## src/rtl/ps2_host_tx.sv

```systemverilog
// PS/2 host-to-device transmitter.
// Sends one command byte to the device using the host-request sequence
// (inhibit, request-to-send, device-clocked frame) and checks the device
// acknowledge. Both PS/2 lines are driven open-drain through active-high
// pull-low enables; the top level builds the actual tri-state buffers.
module ps2_host_tx #(
    parameter int INHIBIT_CYCLES = 5000,    // clock held low before request
    parameter int START_TIMEOUT  = 750000,  // release -> first device edge
    parameter int PACKET_TIMEOUT = 100000   // first device edge -> end of ack
) (
    input  logic       clk,
    input  logic       rst_n,
    input  logic [7:0] i_data,
    input  logic       i_valid,
    output logic       o_ready,
    input  logic       ps2_clk_i,
    input  logic       ps2_data_i,
    output logic       ps2_clk_oe,
    output logic       ps2_data_oe,
    output logic       o_done,
    output logic       o_error
);

    localparam logic [19:0] INHIBIT_LAST = 20'(INHIBIT_CYCLES - 1);
    localparam logic [19:0] START_LAST   = 20'(START_TIMEOUT - 1);
    localparam logic [19:0] PACKET_LAST  = 20'(PACKET_TIMEOUT - 1);

    // Faults do not linger in a separate error state: they return straight
    // to IDLE with the o_error pulse, so the pulse lands on IDLE entry just
    // like o_done does.
    typedef enum logic [2:0] {
        IDLE,
        INHIBIT,
        REQ,
        START,
        DATA,
        ACK,
        WAIT_IDLE
    } state_t;

    state_t      state;
    logic [19:0] timer;
    logic [3:0]  bit_cnt;
    logic [9:0]  shreg;      // {stop, parity, data[7:0]}, shifted out LSB first

    logic [1:0]  clk_sync;
    logic [1:0]  data_sync;
    logic        clk_prev;
    logic        clk_s;
    logic        data_s;
    logic        clk_fall;

    assign clk_s    = clk_sync[1];
    assign data_s   = data_sync[1];
    assign clk_fall = clk_prev & ~clk_s;
    assign o_ready  = (state == IDLE);

    // Two-flop synchronizers on the raw pins plus the edge-detect history flop.
    always_ff @(posedge clk or negedge rst_n) begin
        if (!rst_n) begin
            // NOTE: synchronizers reset to 1 (idle bus level) so leaving reset
            // never manufactures a falling edge on the ps2 clock.
            clk_sync  <= 2'b11;
            data_sync <= 2'b11;
            clk_prev  <= 1'b1;
        end else begin
            // NOTE: nonblocking assignments let every flop sample the old
            // value of its neighbour, which is what makes this a shift chain.
            clk_sync  <= {clk_sync[0], ps2_clk_i};
            data_sync <= {data_sync[0], ps2_data_i};
            clk_prev  <= clk_s;
        end
    end

    // Transmit sequencer: request, frame shifting, ack check and timeouts.
    always_ff @(posedge clk or negedge rst_n) begin
        if (!rst_n) begin
            state       <= IDLE;
            ps2_clk_oe  <= 1'b0;
            ps2_data_oe <= 1'b0;
            o_done      <= 1'b0;
            o_error     <= 1'b0;
            timer       <= '0;
            bit_cnt     <= '0;
            shreg       <= '0;
        end else begin
            o_done  <= 1'b0;
            o_error <= 1'b0;
            case (state)
                IDLE: begin
                    ps2_clk_oe  <= 1'b0;
                    ps2_data_oe <= 1'b0;
                    if (i_valid) begin
                        shreg      <= {1'b1, ~^i_data, i_data};
                        timer      <= '0;
                        bit_cnt    <= '0;
                        ps2_clk_oe <= 1'b1;
                        state      <= INHIBIT;
                    end
                end

                INHIBIT: begin
                    if (timer == INHIBIT_LAST) begin
                        ps2_data_oe <= 1'b1;          // start bit
                        state       <= REQ;
                    end else begin
                        timer <= timer + 20'd1;
                    end
                end

                REQ: begin
                    ps2_clk_oe <= 1'b0;               // hand the clock to the device
                    timer      <= '0;
                    state      <= START;
                end

                START: begin
                    if (clk_fall) begin
                        ps2_data_oe <= ~shreg[0];
                        shreg       <= {1'b1, shreg[9:1]};
                        bit_cnt     <= 4'd1;
                        timer       <= '0;            // packet timer starts here
                        state       <= DATA;
                    end else if (timer == START_LAST) begin
                        ps2_data_oe <= 1'b0;
                        o_error     <= 1'b1;
                        state       <= IDLE;
                    end else begin
                        timer <= timer + 20'd1;
                    end
                end

                DATA: begin
                    if (timer == PACKET_LAST) begin
                        ps2_data_oe <= 1'b0;
                        o_error     <= 1'b1;
                        state       <= IDLE;
                    end else begin
                        timer <= timer + 20'd1;
                        if (clk_fall) begin
                            // Edges 2..10 put out data1..7, parity, then stop.
                            ps2_data_oe <= ~shreg[0];
                            shreg       <= {1'b1, shreg[9:1]};
                            bit_cnt     <= bit_cnt + 4'd1;
                            if (bit_cnt == 4'd9) begin
                                state <= ACK;
                            end
                        end
                    end
                end

                ACK: begin
                    ps2_data_oe <= 1'b0;
                    if (timer == PACKET_LAST) begin
                        o_error <= 1'b1;
                        state   <= IDLE;
                    end else begin
                        timer <= timer + 20'd1;
                        if (clk_fall) begin
                            if (!data_s) begin
                                state <= WAIT_IDLE;
                            end else begin
                                o_error <= 1'b1;
                                state   <= IDLE;
                            end
                        end
                    end
                end

                WAIT_IDLE: begin
                    if (timer == PACKET_LAST) begin
                        o_error <= 1'b1;
                        state   <= IDLE;
                    end else begin
                        timer <= timer + 20'd1;
                        if (clk_s && data_s) begin
                            o_done <= 1'b1;
                            state  <= IDLE;
                        end
                    end
                end

                default: begin
                    ps2_clk_oe  <= 1'b0;
                    ps2_data_oe <= 1'b0;
                    state       <= IDLE;
                end
            endcase
        end
    end

endmodule

```

## config.mk

```make
export PLATFORM = sky130hd
export DESIGN_NAME = ps2_host_tx
export DESIGN_NICKNAME = d
export VERILOG_FILES = /design/src/rtl/ps2_host_tx.sv
export SDC_FILE = /design/constraint.sdc
export NUM_CORES = 1
export LEC_CHECK = 0
export ABC_AREA = 1
export BUFFER_PORTS_ARGS = -buffer_cell sky130_fd_sc_hd__buf_4
export CAP_MARGIN = 20
export CORE_ASPECT_RATIO = 0.7
export CORE_MARGIN = 4
export CORE_UTILIZATION = 66
export DETAILED_ROUTE_END_ITERATION = 10
export PLACE_DENSITY = 0.85
export SYNTH_ARGS = -nofsm -noshare
export SYNTH_HDL_FRONTEND = slang
export SYNTH_SLANG_ARGS = --single-unit
```

## constraint.sdc

```tcl
create_clock -name clk -period 3.2 [get_ports clk]
set_clock_uncertainty 0.15 [all_clocks]
set_input_delay 0 -clock clk [delete_from_list [all_inputs] [get_ports clk]]
set_output_delay 0 -clock clk [all_outputs]
set_load 0.01 [all_outputs]
```

---- Word-level counts from Yosys, hierarchy flattened ----
Cells that the tools add are included.
storage, ports and cells
  bits of input ports ..................... 13
  flip-flop bits (word level) ............. 46
  output and inout bits ................... 5
  logic and storage cells ................. 100
operators by class
  add/sub/neg operators ................... 2
  reductions and logical operators ........ 14
  equality and inequality tests ........... 23
  bitwise operators ....................... 4
  mux-type cells .......................... 46
operators by type and width
  kind                   number
  $mux 20                5
  $pmux 20 s5            1
  $mux 3                 12
  $mux 10                3
  $pmux 10 s3            1
  $pmux 3 s7             1
  $add 20x1->20 const B  1
  $eq 20x13->1 const B   1
  $eq 20x17->1 const B   1
  $eq 20x20->1 const B   1
  $ne 3x3->1 const B     6
  $mux 4                 4
  $mux 1                 15
  $ne 2x2->1 const B     7
  $pmux 4 s3             1
  $reduce_and 5->1       2
  $eq 3x3->1 const B     3
  $reduce_xnor 8->1      1
  $reduce_and 7->1       1
  $eq 3x2->1 const B     2
  $reduce_bool 5->1      1
  $reduce_or 5->1        1
  $add 4x1->4 const B    1
  $eq 4x4->1 const B     1
  13 further kinds       16

---- Depth between registers and ports, before layout ----
  depth after elaboration ................. 5
  gate-level depth with buffers ........... 12
  gate-level depth less buffers ........... 12

---- Worst setup path after synthesis ----
No wires, ideal clock.
  kind .................................... register to register
  start ................................... register timer[0]
  end ..................................... register shreg[8]
  period minus slack after synthesis ...... 1917 ps
  required time ........................... 2933 ps
  arrival ................................. 1651 ps
  setup time .............................. 117 ps
  setup slack ............................. 1283 ps
  path buffers ............................ 0
  stages on the path, launching flop included .. 10
  cell sequence ........................... dfrtp_1 -> ha_1 -> nand2_2 -> nor2_2 -> nand3_2 -> inv_1 -> a21oi_4 -> clkinv_2 -> nand2_1 -> nand2_1
between the ends
  longest elaborated chain between the ends .. 3
ends and longest elaborated chain
  element                            line  text
  from (decl)                        42    logic [19:0] timer;
  from (signal assigned)             107   timer <= timer + 20'd1;
  from (signal assigned)             129   timer <= timer + 20'd1;
  from (signal assigned)             139   timer <= timer + 20'd1;
  $eq 20x17->1                       134   if (timer == PACKET_LAST) begin
  $ne 2x2->1 (no source line)        --
  $reduce_and 3->1 (no source line)  --
  to (signal assigned)               94    shreg <= {1'b1, ~^i_data, i_data};
  to (signal assigned)               120   shreg <= {1'b1, shreg[9:1]};
  to (signal assigned)               143   shreg <= {1'b1, shreg[9:1]};
  to (decl)                          44    logic [9:0] shreg;
No other way between the ends.
A chain may end at the register's enable or synchronous reset.

---- Worst setup path in the final report ----
  start ................................... register timer[0]
  end ..................................... register timer[3]
between the ends
  longest elaborated chain between the ends .. 4
  elaborated cells on any way between the ends .. 13
  classes of those cells .................. add/sub: 1; eq/ne: 6; mux: 5; reduce/logical: 1
ends and longest elaborated chain
  element        line  text
  $add 20x1->20  --
  $mux 20        124   end else if (timer == START_LAST) begin
  $mux 20        118   if (clk_fall) begin
  $pmux 20 s5    89    case (state)
Parallel ways exist; a longest one is shown, timed or not. The select of a mux whose other input is x is not followed.

==> impl_metrics.toml <==
[synth]
ff_latch_count_synth = 46
synth_ff_type = "sky130_fd_sc_hd__dfrtp_1"
synth_top_area_share_pct = 31.29
post_synth_inst_count = 486
yosysWarnings = 0
synthDistinctLibCells = 40
post-synth-top-area-cell = "sky130_fd_sc_hd__dfrtp_1"
syn_avg_cell_area_sq_um = 6.748
synth_commonest_cells = "165 x sky130_fd_sc_hd__nand2_1, 60 x sky130_fd_sc_hd__nand3_1, 46 x sky130_fd_sc_hd__nor2_1"
synth_seq_area_share_pct = 35.29
synth_nets = 502
synth_edf_count = 0
synth_most_common_cell = "sky130_fd_sc_hd__nand2_1"
yosys-top-cells-area = "sky130_fd_sc_hd__dfrtp_1 31%, sky130_fd_sc_hd__nand2_1 19%, sky130_fd_sc_hd__nand3_1 9.2%"
asyncSetResetFlopFracSynth_pct = 100.0
netlist_area_sq_um = 3279

[setup_path]
worstPathRequired_ps = 3280
slowest_stage = "sky130_fd_sc_hd__nor2_4"
timing.critical_path.arrival_ps = 2690
critPathKind = "reg -> reg"
crit_path_max_fanout = 24
cp.depth = 10
critical-path-max-stage-delay_ps = 660
cp_cell_sequence = "ha_1 > nand2_2 > nor2_4 > inv_2 > nor2_1 > nand3_1 > nand2_1 > nor2_4 > nand2_1 > o21ai_2"
start_kind = "flip-flop"
critical-path-top-delay-family = "simple AND/OR/NAND/NOR gates"
sum_of_buffers_and_inverters_on_the_critical_path = 1
setup.worst_path.end_class = "flip-flop"
timing.reg2reg.worst_path_depth = 10

[layout]
total_non_filler_cell_area_in_the_finished_layout_sq_um = 3680
drive_above_1_share_pct = 14.15
flow.area_growth_from_synthesis_pct = 12.21
fillerInstances = 376
antenna_cells = 0
number_of_nets_in_the_final_layout = 531

[clock_tree]
clock_tree_buf_depth = 2
number_of_buffers_created_by_cts = 5
clock-root-buffer = "sky130_fd_sc_hd__clkbuf_8"
worst_skew_pair.late_latency_ps = 310
post_cts_resize_count = 0
htree_levels = 2
clk_pin_slew_worst_paths_ps = 90
cts.sink_count = 46
tritoncts = "built"

[global_route]
grt_util_all_layers_pct = 30.16
maximum_number_of_pins_on_one_net_before_global_route_repair = 47
overflow = 0
global_route_wire_length_before_repair_um = 14450
first_global_vias = 3022
antenna_found_initial = 0

[timing]
setup_repair_after_global_routing_missed_its_margin = "false"
worstMarginPinSlew_ps = 689.2
finalSetupViolCount = 0
min_period_over_period_pct = 81.50
timing.fmax_mhz = 383.4
worst_slew_margin_rel_pct = 53.94
layout_min_cycle_time_ps = 2608
report.final.hold_viol_count = 0
finalMaxSlewViolations = 0
setup_total_negative_slack_ps = 0

[routing]
finalWirelength_um = 8684
route.detailed.drc = 0
route.detailed.vias_per_inst = 5.677
drtIter0Drc = 445
vias = 3321
routedWlPerCell_um = 14.84
detail_route.first_pass.iterations = 7
drtAntennaViolNets = 0

[die]
floorplan.die.width_um = 92.25
design.portCount = 18
placeableCoreArea_sq_um = 4782
die_y_um = 66.98
initial_core_util_pct = 68.58
placement_rows = 21
die_area_sq_um = 6178

[placed_design]
gpl.final_weighted_congestion = 1.015
detailedPlacementHpwl_um = 6110
port-buffer-count = 17
dpl-instance-area_sq_um = 3450

[power_and_ir_drop]
power.share.switching_pct = 46.20
pwr-share-comb_pct = 48.3
vdd.ir_drop.worst_mv = 0.6800
switchingPower_uw = 1108
power.clock.fraction_pct = 18.2
leakagePower_uw = 0.001736
internal-power_uw = 1290
power.density_nw_per_um2 = 651.8
seq_power_share_pct = 33.5

[flow_run]
cap_violations = 0

[outcome]
status = "finished, final reports clean"

[hold_path]
worstHoldPathType = "in -> async"
[stage by stage]
stage | total power [uW] | hold slack [ps] | utilization [%] | setup WS [ps] | instances
global placement | 1890 | -113.9 | 72.14 | 797.7 | 565
CTS | 2375 | 101.0 | 76.95 | 615.1 | 585
global route | 2578 | 142.1 | 76.95 | 466.8 | 585
detailed placement | 1926 | -111.0 | 72.14 | 660.2 | 565
finish | 2399 | 79.66 | 76.95 | 592.0 | 585
floorplan | 1662 | -445.6 | - | 1283 | 486
[power groups by stage]
stage          logic, uW  clock network (uW)  registers [uW]
4_1_cts             1140                 441             799
2_1_floorplan        867                   0             795
5_1_grt             1300                 462             820
6_report            1160                 437             803
3_5_place_dp        1120                   0             810
3_3_place_gp        1090                   0             804
[area by class of cell]
type	count	area, sq um	area share (%)
Multi-Input combinational cell	376	1842	50.05
Sequential cell	46	1157	31.45
Timing Repair Buffer	34	285.3	7.752
Inverter	52	198.9	5.406
Tap cell	69	86.33	2.346
Clock buffer	6	72.57	1.972
Clock inverter	2	37.54	1.020
[sequential cells by signal, summed over array words and instances, names as in the netlist]
register / flops
o_done: 1
state: 3
timer: 20
shreg: 10
clk_prev: 1
ps2_data_oe: 1
clk_sync: 2
bit_cnt: 4
ps2_clk_oe: 1
data_sync: 2
o_error: 1
[worst reg2reg max path, stage by stage (launching register included)]
cell and delay (ps):
sky130_fd_sc_hd__dfrtp_1 450, sky130_fd_sc_hd__ha_1 330, sky130_fd_sc_hd__nand2_2 170, sky130_fd_sc_hd__nor2_4 60, sky130_fd_sc_hd__inv_2 70, sky130_fd_sc_hd__nor2_1 40, sky130_fd_sc_hd__nand3_1 60, sky130_fd_sc_hd__nand2_1 280
sky130_fd_sc_hd__nor2_4 660, sky130_fd_sc_hd__nand2_1 170, sky130_fd_sc_hd__o21ai_2 100
[kinds of logic after synthesis]
| family | Yosys count | share of synthesized area, % |
|---|---|---|
| AOI/OAI and AO/OA | 51 | 10.11 |
| buffers and inverters | 64 | 8.546 |
| xor gates and xnor gates | 12 | 3.205 |
| adders and majority gates | 3 | 1.145 |
| and+or+nand+nor | 310 | 41.70 |
| DFF | 46 | 35.29 |
[final timing paths]
path / startpoint / endpoint / slack, ps
worst min-delay path: rst_n / timer[16]$_DFFE_PN0P_ / 80
min in group clk: ps2_clk_i / clk_sync[0]$_DFF_PN1_ / 210
worst max register to register: timer[0]$_DFFE_PN0P_ / timer[3]$_DFFE_PN0P_ / 590
max in group asynchronous: rst_n / data_sync[0]$_DFF_PN1_ / 2430
worst max-delay path: timer[0]$_DFFE_PN0P_ / timer[3]$_DFFE_PN0P_ / 590
worst min register to register: data_sync[0]$_DFF_PN1_ / data_sync[1]$_DFF_PN1_ / 210
[timing repair]
item	4_1_cts	5_1_grt
setup buffers	0	0
endpoints found under the hold margin	57	0
hold buffers	12	0
[placed cells by master, fill, tap and decap left out, types with 2 or more instances in the layout]
| cell type | n |
|---|---|
| sky130_fd_sc_hd__inv_2 | 5 |
| sky130_fd_sc_hd__o21ai_2 | 9 |
| sky130_fd_sc_hd__nand3_1 | 60 |
| sky130_fd_sc_hd__xnor2_1 | 7 |
| sky130_fd_sc_hd__nand2_1 | 165 |
| sky130_fd_sc_hd__nand4_1 | 12 |
| sky130_fd_sc_hd__or2_2 | 2 |
| sky130_fd_sc_hd__ha_1 | 3 |
| sky130_fd_sc_hd__nor2_2 | 5 |
| sky130_fd_sc_hd__nand3_2 | 3 |
| sky130_fd_sc_hd__buf_4 | 22 |
| sky130_fd_sc_hd__nor3_1 | 4 |
| sky130_fd_sc_hd__xor2_1 | 5 |
| sky130_fd_sc_hd__o21ai_0 | 32 |
| sky130_fd_sc_hd__nor2_1 | 46 |
| sky130_fd_sc_hd__dfrtp_1 | 41 |
| sky130_fd_sc_hd__o21ai_1 | 2 |
| sky130_fd_sc_hd__clkinv_1 | 4 |
| sky130_fd_sc_hd__nor2_4 | 4 |
| sky130_fd_sc_hd__clkbuf_8 | 5 |
| sky130_fd_sc_hd__dlygate4sd3_1 | 12 |
| sky130_fd_sc_hd__nand2_2 | 4 |
| sky130_fd_sc_hd__dfstp_2 | 5 |
| sky130_fd_sc_hd__inv_1 | 41 |
[routing by layer]
layer	wire length (um)	up-vias	global-route usage [%]
met5	0	-	0
met4	125	0	8.704
met3	1006	21	5.079
met2	3629	197	45.82
met1	3922	1487	44.27
li1	-	1616	-
Power figures use the tool's default switching activity.
